--- src/rtl/fib_run_controller_if.sv ---
// fib_run_controller_if: host load, core control and result signals.
// master = host/core side, slave = controller side.
// Optional cycle_count member when FIB_RUN_CYCLE_COUNT_EN is defined.
`timescale 1ns/1ps
interface fib_run_controller_if #(
    parameter int DATA_WIDTH = 32,
    parameter int ADDR_W     = 6
);
    logic                  start;
    logic [ADDR_W:0]       prog_len;
    logic                  prog_valid;
    logic                  prog_ready;
    logic [DATA_WIDTH-1:0] prog_data;
    logic                  imem_we;
    logic [ADDR_W-1:0]     imem_waddr;
    logic [DATA_WIDTH-1:0] imem_wdata;
    logic                  core_rst;
    logic                  core_run;
    logic [DATA_WIDTH-1:0] instr_in;
    logic [4:0]            dbg_raddr;
    logic [DATA_WIDTH-1:0] dbg_rdata;
    logic [DATA_WIDTH-1:0] result;
    logic                  busy;
    logic                  done;
    logic                  timeout;
`ifdef FIB_RUN_CYCLE_COUNT_EN
    logic [31:0]           cycle_count;
`endif

    modport master (
`ifdef FIB_RUN_CYCLE_COUNT_EN
        input  cycle_count,
`endif
        output start, prog_len, prog_valid, prog_data,
        output instr_in, dbg_rdata,
        input  prog_ready, imem_we, imem_waddr, imem_wdata,
        input  core_rst, core_run, dbg_raddr,
        input  result, busy, done, timeout
    );

    modport slave (
`ifdef FIB_RUN_CYCLE_COUNT_EN
        output cycle_count,
`endif
        input  start, prog_len, prog_valid, prog_data,
        input  instr_in, dbg_rdata,
        output prog_ready, imem_we, imem_waddr, imem_wdata,
        output core_rst, core_run, dbg_raddr,
        output result, busy, done, timeout
    );
endinterface

--- src/rtl/fib_run_controller.sv ---
// fib_run_controller: loads a program into the core's instruction memory,
// pulses core reset, runs until halt (jal x0,0) or MAX_CYCLES, then reads
// RESULT_REG and pulses done.
// Ports: clk, rst (sync, active-high), bus (fib_run_controller_if.slave):
//   host side start/prog_len/prog_valid/prog_ready/prog_data,
//   imem write port, core_rst/core_run, instr_in, dbg read port,
//   result/busy/done/timeout.
// Optional: FIB_RUN_CYCLE_COUNT_EN adds bus.cycle_count (saturating).
`timescale 1ns/1ps
module fib_run_controller #(
    parameter int DATA_WIDTH = 32,
    parameter int IMEM_DEPTH = 64,
    parameter int ADDR_W     = $clog2(IMEM_DEPTH),
    parameter int MAX_CYCLES = 4096,
    parameter int RESULT_REG = 10,
    parameter logic [DATA_WIDTH-1:0] HALT_INSTR = 'h0000006F
) (
    input logic                 clk,
    input logic                 rst,
    fib_run_controller_if.slave bus
);
    localparam int CYC_W = $clog2(MAX_CYCLES + 1);
    localparam int AW1   = ADDR_W + 1;
    localparam logic [CYC_W-1:0] CYC_LAST = CYC_W'(MAX_CYCLES - 1);
    localparam logic [AW1-1:0]   DEPTH    = AW1'(IMEM_DEPTH);

    typedef enum logic [2:0] {
        S_IDLE, S_LOAD, S_CLEAR, S_RUN, S_READ, S_DONE
    } state_e;

    state_e                state_q, state_d;
    logic [AW1-1:0]        addr_q, addr_d;
    logic [AW1-1:0]        len_q, len_d;
    logic [CYC_W-1:0]      cyc_q, cyc_d;
    logic [DATA_WIDTH-1:0] result_q, result_d;
    logic                  timeout_q, timeout_d;
    logic                  load_rdy;
    logic                  hs;

    // Reset gates the handshake so an aborted load never writes memory.
    assign load_rdy = (state_q == S_LOAD) & ~rst;
    assign hs       = load_rdy & bus.prog_valid;

    always_comb begin
        state_d   = state_q;
        addr_d    = addr_q;
        len_d     = len_q;
        cyc_d     = cyc_q;
        result_d  = result_q;
        timeout_d = timeout_q;
        unique case (state_q)
            S_IDLE: begin
                if (bus.start) begin
                    timeout_d = 1'b0;
                    addr_d    = '0;
                    len_d     = (bus.prog_len > DEPTH) ? DEPTH
                                                       : bus.prog_len;
                    state_d   = (bus.prog_len == '0) ? S_CLEAR : S_LOAD;
                end
            end
            S_LOAD: begin
                if (hs) begin
                    addr_d = addr_q + 1'b1;
                    if (addr_q == len_q - 1'b1) state_d = S_CLEAR;
                end
            end
            S_CLEAR: begin
                cyc_d   = '0;
                state_d = S_RUN;
            end
            S_RUN: begin
                cyc_d = cyc_q + 1'b1;
                // Halt takes priority over the limit on the same cycle.
                if (bus.instr_in == HALT_INSTR) begin
                    state_d = S_READ;
                end else if (cyc_q == CYC_LAST) begin
                    timeout_d = 1'b1;
                    state_d   = S_READ;
                end
            end
            S_READ: begin
                result_d = bus.dbg_rdata;
                state_d  = S_DONE;
            end
            S_DONE:  state_d = S_IDLE;
            default: state_d = S_IDLE;
        endcase
    end

    always_ff @(posedge clk) begin
        if (rst) begin
            state_q   <= S_IDLE;
            addr_q    <= '0;
            len_q     <= '0;
            cyc_q     <= '0;
            result_q  <= '0;
            timeout_q <= 1'b0;
        end else begin
            state_q   <= state_d;
            addr_q    <= addr_d;
            len_q     <= len_d;
            cyc_q     <= cyc_d;
            result_q  <= result_d;
            timeout_q <= timeout_d;
        end
    end

    assign bus.prog_ready = load_rdy;
    assign bus.imem_we    = hs;
    assign bus.imem_waddr = addr_q[ADDR_W-1:0];
    assign bus.imem_wdata = bus.prog_data;
    // Core stays parked in reset while idle.
    assign bus.core_rst   = rst | (state_q == S_IDLE)
                                | (state_q == S_CLEAR);
    assign bus.core_run   = (state_q == S_RUN) & ~rst;
    assign bus.dbg_raddr  = 5'(RESULT_REG);
    assign bus.result     = result_q;
    assign bus.busy       = (state_q != S_IDLE);
    assign bus.done       = (state_q == S_DONE) & ~rst;
    assign bus.timeout    = timeout_q;

`ifdef FIB_RUN_CYCLE_COUNT_EN
    logic [31:0] ccnt_q, ccnt_d;

    always_comb begin
        ccnt_d = ccnt_q;
        if (state_d == S_CLEAR && state_q != S_CLEAR) begin
            ccnt_d = '0;
        end else if (state_q == S_RUN && ccnt_q != '1) begin
            ccnt_d = ccnt_q + 1'b1;
        end
    end

    always_ff @(posedge clk) begin
        if (rst) ccnt_q <= '0;
        else     ccnt_q <= ccnt_d;
    end

    assign bus.cycle_count = ccnt_q;
`endif
endmodule
--- src/flat_wrapper.sv ---
// flat-port wrapper written by rule: the top's interface ports become plain ports
module fib_run_controller_flat 
#(
    parameter int DATA_WIDTH = 32,
    parameter int IMEM_DEPTH = 64,
    parameter int ADDR_W     = $clog2(IMEM_DEPTH),
    parameter int MAX_CYCLES = 4096,
    parameter int RESULT_REG = 10,
    parameter logic [DATA_WIDTH-1:0] HALT_INSTR = 'h0000006F
)
  (clk, rst, bus_start, bus_prog_len, bus_prog_valid, bus_prog_data, bus_instr_in, bus_dbg_rdata, bus_prog_ready, bus_imem_we, bus_imem_waddr, bus_imem_wdata, bus_core_rst, bus_core_run, bus_dbg_raddr, bus_result, bus_busy, bus_done, bus_timeout);
  fib_run_controller_if #(.DATA_WIDTH(DATA_WIDTH), .ADDR_W(ADDR_W)) bus_i ();
  input logic clk;
  input logic rst;
  input wire logic [$bits(bus_i.start)-1:0] bus_start;
  input wire logic [$bits(bus_i.prog_len)-1:0] bus_prog_len;
  input wire logic [$bits(bus_i.prog_valid)-1:0] bus_prog_valid;
  input wire logic [$bits(bus_i.prog_data)-1:0] bus_prog_data;
  input wire logic [$bits(bus_i.instr_in)-1:0] bus_instr_in;
  input wire logic [$bits(bus_i.dbg_rdata)-1:0] bus_dbg_rdata;
  output wire logic [$bits(bus_i.prog_ready)-1:0] bus_prog_ready;
  output wire logic [$bits(bus_i.imem_we)-1:0] bus_imem_we;
  output wire logic [$bits(bus_i.imem_waddr)-1:0] bus_imem_waddr;
  output wire logic [$bits(bus_i.imem_wdata)-1:0] bus_imem_wdata;
  output wire logic [$bits(bus_i.core_rst)-1:0] bus_core_rst;
  output wire logic [$bits(bus_i.core_run)-1:0] bus_core_run;
  output wire logic [$bits(bus_i.dbg_raddr)-1:0] bus_dbg_raddr;
  output wire logic [$bits(bus_i.result)-1:0] bus_result;
  output wire logic [$bits(bus_i.busy)-1:0] bus_busy;
  output wire logic [$bits(bus_i.done)-1:0] bus_done;
  output wire logic [$bits(bus_i.timeout)-1:0] bus_timeout;
  assign bus_i.start = bus_start;
  assign bus_i.prog_len = bus_prog_len;
  assign bus_i.prog_valid = bus_prog_valid;
  assign bus_i.prog_data = bus_prog_data;
  assign bus_i.instr_in = bus_instr_in;
  assign bus_i.dbg_rdata = bus_dbg_rdata;
  assign bus_prog_ready = bus_i.prog_ready;
  assign bus_imem_we = bus_i.imem_we;
  assign bus_imem_waddr = bus_i.imem_waddr;
  assign bus_imem_wdata = bus_i.imem_wdata;
  assign bus_core_rst = bus_i.core_rst;
  assign bus_core_run = bus_i.core_run;
  assign bus_dbg_raddr = bus_i.dbg_raddr;
  assign bus_result = bus_i.result;
  assign bus_busy = bus_i.busy;
  assign bus_done = bus_i.done;
  assign bus_timeout = bus_i.timeout;
  fib_run_controller #(.DATA_WIDTH(DATA_WIDTH), .IMEM_DEPTH(IMEM_DEPTH), .ADDR_W(ADDR_W), .MAX_CYCLES(MAX_CYCLES), .RESULT_REG(RESULT_REG), .HALT_INSTR(HALT_INSTR)) u_core (.clk(clk), .rst(rst), .bus(bus_i));
endmodule
--- config.mk ---
export PLATFORM = sky130hd
export DESIGN_NAME = fib_run_controller_flat
export DESIGN_NICKNAME = d
export VERILOG_FILES = /design/src/rtl/fib_run_controller_if.sv /design/src/rtl/fib_run_controller.sv /design/src/flat_wrapper.sv
export SDC_FILE = /design/constraint.sdc
export NUM_CORES = 1
export LEC_CHECK = 0
export ABC_AREA = 0
export ABC_CLOCK_PERIOD_IN_PS = 1700
export BUFFER_PORTS_ARGS = -buffer_cell sky130_fd_sc_hd__buf_4
export CAP_MARGIN = 40
export CORE_ASPECT_RATIO = 0.7
export CORE_MARGIN = 2
export CORE_UTILIZATION = 40
export CTS_CLUSTER_DIAMETER = 150
export DETAILED_ROUTE_END_ITERATION = 16
export GPL_TIMING_DRIVEN = 0
export PLACE_DENSITY_LB_ADDON = 0.25
export SYNTH_ARGS = -nofsm -noshare
export SYNTH_HDL_FRONTEND = slang
export SYNTH_SLANG_ARGS = --single-unit
--- constraint.sdc ---
create_clock -name clk -period 1.7 [get_ports clk]
set_input_delay 0.085 -clock clk [delete_from_list [all_inputs] [get_ports clk]]
set_output_delay 0.085 -clock clk [all_outputs]
set_load 0.005 [all_outputs]
==> flow_metrics.tcl <==
set metrics [dict create \
    status "finished with violations" \
    violations "setup timing" \
    detailed_place_hpwl_um 6910 \
    first_iter_violations 190 \
    grt_remaining_overflow 0 \
    hold_end "u_core.bus.result[12]" \
    r2r-end "u_core.state_q[1]" \
    synth_fa_ha_area_share_pct 1.14 \
    cts_root_buf "clkbuf_16" \
    synth-seq-area-share_pct 38.4 \
    synth_edf_count 0 \
    antenna_found_initial 0 \
    grt_max_degree 11 \
    drv_slew 0 \
    die_y_um 79.9 \
    wire_per_inst_um 12.9 \
    critPathTopFamily "simple AND/OR/NAND/NOR gates" \
    hold_class "in2reg" \
    crit_fanout 5 \
    final.setup.worst_slack_ns -0.0377 \
    skew_ns 0.00875 \
    hp-start "bus_dbg_rdata[12]" \
    powerDensity_nw_per_um2 763 \
    yosysMostFrequentCell "nand2_1" \
    first_global_vias 3152 \
    ys_async_sr_fraction_pct 0 \
    max_stage_delay_ns 0.40 \
    clk_path_buf_depth 2 \
    startpoint_type "flop" \
    finalNonFillerCells 705 \
    ys_seq_elements 63 \
    netlist_area_sq_um 3290 \
    synth_compound_area_share_pct 14.4 \
    synth_area_leaders "dfxtp_1 38%, buf_4 9.8%, nand2_1 8.9%" \
    num_rows 27 \
    ys.flop_type "dfxtp_1" \
    slowest_stage "nor4_2" \
    syn_inst 416 \
    worst_hold_slack_ns 0.00961 \
    place.gp.congestion 0.834 \
    tritoncts "yes" \
    rsz0062_at_grt "true" \
    p_leak_nw 2.26 \
    antennaDiodeCount 0 \
    synth_common_cells "78 x nand2_1, 63 x dfxtp_1, 53 x a21oi_1" \
    maxCapViolCount 0 \
    cts_buffers 9 \
    drive_gt1_share_pct 40.4 \
    clkLatencyLatePin_ns 0.33 \
    clk_pin_slew_worst_paths_ns 0.05 \
    via_per_inst 4.85 \
    layout.nets 711 \
    dp_cells 669 \
    reg2reg_depth 7 \
    worst-r2r-setup-slack_ns -0.04 \
    via_count 3421 \
    max_freq_ghz 0.575 \
    path_cells "inv_4 > ha_4 > xor2_1 > o2111ai_1 > nor4_2 > nand4_1 > a21oi_1" \
    critPathBufInv 1 \
    reg2reg_from "u_core.len_q[0]" \
    final_cell_area_sq_um 5090 \
    cp.required_ns 1.95 \
    max-vdd-ir-drop_v 0.000514 \
    syn2layout_area_growth_pct 54.8 \
    synth_top_cell_area_share_pct 38.4 \
    firstDrtPassIters 4 \
    critPathKind "reg2reg" \
    io_pins 189 \
    placed_area_sq_um 4540 \
    min_path_cells 3 \
    synth_top_area_cell "dfxtp_1" \
    yosys_warnings 0 \
    initial_utilization_pct 41.6 \
    dieArea_sq_um 8970 \
    hold_viol_final 0 \
    ys_types 54 \
    die_w_um 112 \
    port_buffers 149 \
    cp-end-kind "flop" \
    htreeDepth 3 \
    final_util_pct 64.4 \
    fin_crit_sh_pct 102 \
    ant_nets 0 \
    core_area_sq_um 7910 \
    track_usage_pct 19.7 \
    cts.sinks 63 \
    avgSynthCellArea_sq_um 7.90 \
    drc_errors 0 \
    grt_pass1_wl_um 14200 \
    power.total_w 0.00389 \
    wl_um 9110 \
    arrival_ns 1.99 \
    yosys.area_share.simple_pct 28.4 \
    synth_top_family_by_area "simple AND/OR/NAND/NOR gates" \
    muxShareOfSynthArea_pct 1.29 \
    period_needed_ns 1.74 \
    synth_xor_area_share_pct 2.89 \
    setup_viol 2 \
]
[per-layer routing]
| metal | global-route usage, % | share of wire, % | vias up |
|---|---|---|---|
| met2 | 33.7 | 51 | 93 |
| met1 | 23.5 | 42 | 1591 |
| met5 | 0 | 0 | - |
| met4 | 6.34 | 0.67 | 0 |
| met3 | 6.76 | 6.1 | 7 |
| li1 | - | - | 1730 |
[cells in the final DEF, fill, tap and decap left out, drive strengths merged, types with 2 or more instances in the layout]
cell and count:
a21o 3, a21oi 53, a22oi 3, a2bb2oi 2, a31oi 3, and2 4, and4 4, buf 202
clkbuf 27, conb 5, dfxtp 63, dlygate4sd3 20, ha 3, inv 4, mux2 2, mux2i 2
nand2 78, nand2b 9, nand3 13, nand3b 4, nand4 5, nor2 37, nor3 5, nor3b 9
nor4 8, o21a 2, o21ai 3, o21bai 2, or2 3, or3 2, xnor2 5, xor2 5
[worst register-to-register path, stage by stage (launching register included)]
cell,delay (ns)
dfxtp_4,0.37
inv_4,0.04
ha_4,0.25
xor2_1,0.15
o2111ai_1,0.13
nor4_2,0.40
nand4_1,0.17
a21oi_1,0.15
[worst max-delay path by stage]
stage,startpoint,to,depth (start not counted),slack (ns)
2_1_floorplan,u_core.len_q[0],u_core.state_q[0],8,0.12
3_3_place_gp,u_core.len_q[0],u_core.state_q[0],8,-0.06
3_5_place_dp,u_core.len_q[0],u_core.state_q[0],7,-0.12
4_1_cts,u_core.state_q[0],bus_imem_we,5,0.002
5_1_grt,u_core.len_q[0],u_core.state_q[0],6,-0.07
6_report,u_core.len_q[0],u_core.state_q[1],7,-0.04
[sequential cells by signal, summed over array words and instances, names as in the netlist]
| signal | flops |
|---|---|
| u_core.bus.result | 32 |
| u_core.cyc_q | 13 |
| u_core.addr_q | 7 |
| u_core.len_q | 7 |
| u_core.state_q | 3 |
| u_core.bus.timeout | 1 |
[power breakdown]
part | internal (W) | total (W) | switching, W
combinational | 0.000400 | 0.000694 | 0.000294
sequential | 0.00151 | 0.00155 | 0.0000347
clock | 0.00104 | 0.00164 | 0.000600
[stage by stage]
stage          setup WS, ns  setup TNS (ns)
6_report            -0.0377         -0.0750
5_1_grt             -0.0705          -0.138
4_1_cts             0.00212               0
3_5_place_dp         -0.124          -0.227
3_3_place_gp        -0.0576         -0.0749
2_1_floorplan         0.119               0
[cell families after synthesis]
kind of cell,count (synthesis)
AND/OR/NAND/NOR,186
AO/OA/AOI/OAI,79
buffers and inverters,69
flip-flops,63
XOR/XNOR,10
multiplexers,4
adder cells (fa/ha/maj),3
other,2
[layout make-up]
class / count / area (sq um)
Timing Repair Buffer: 171 / 1330
Clock inverter: 1 / 5.00
Clock buffer: 13 / 260
Inverter: 4 / 17.5
Fill cell: 681 / 2820
Buffer: 65 / 432
Sequential cell: 63 / 1270
Multi-Input combinational cell: 287 / 1650
Tap cell: 101 / 126
[what timing repair did]
action / in CTS / in global routing
endpoints found under the hold margin: 20 / 0
pin swaps: 3 / 2
setup buffers: 2 / 0
setup endpoints to repair: 3 / 38
gates resized for setup: 10 / 17
hold buffers: 20 / 0
(Power assumes the default switching activity.)
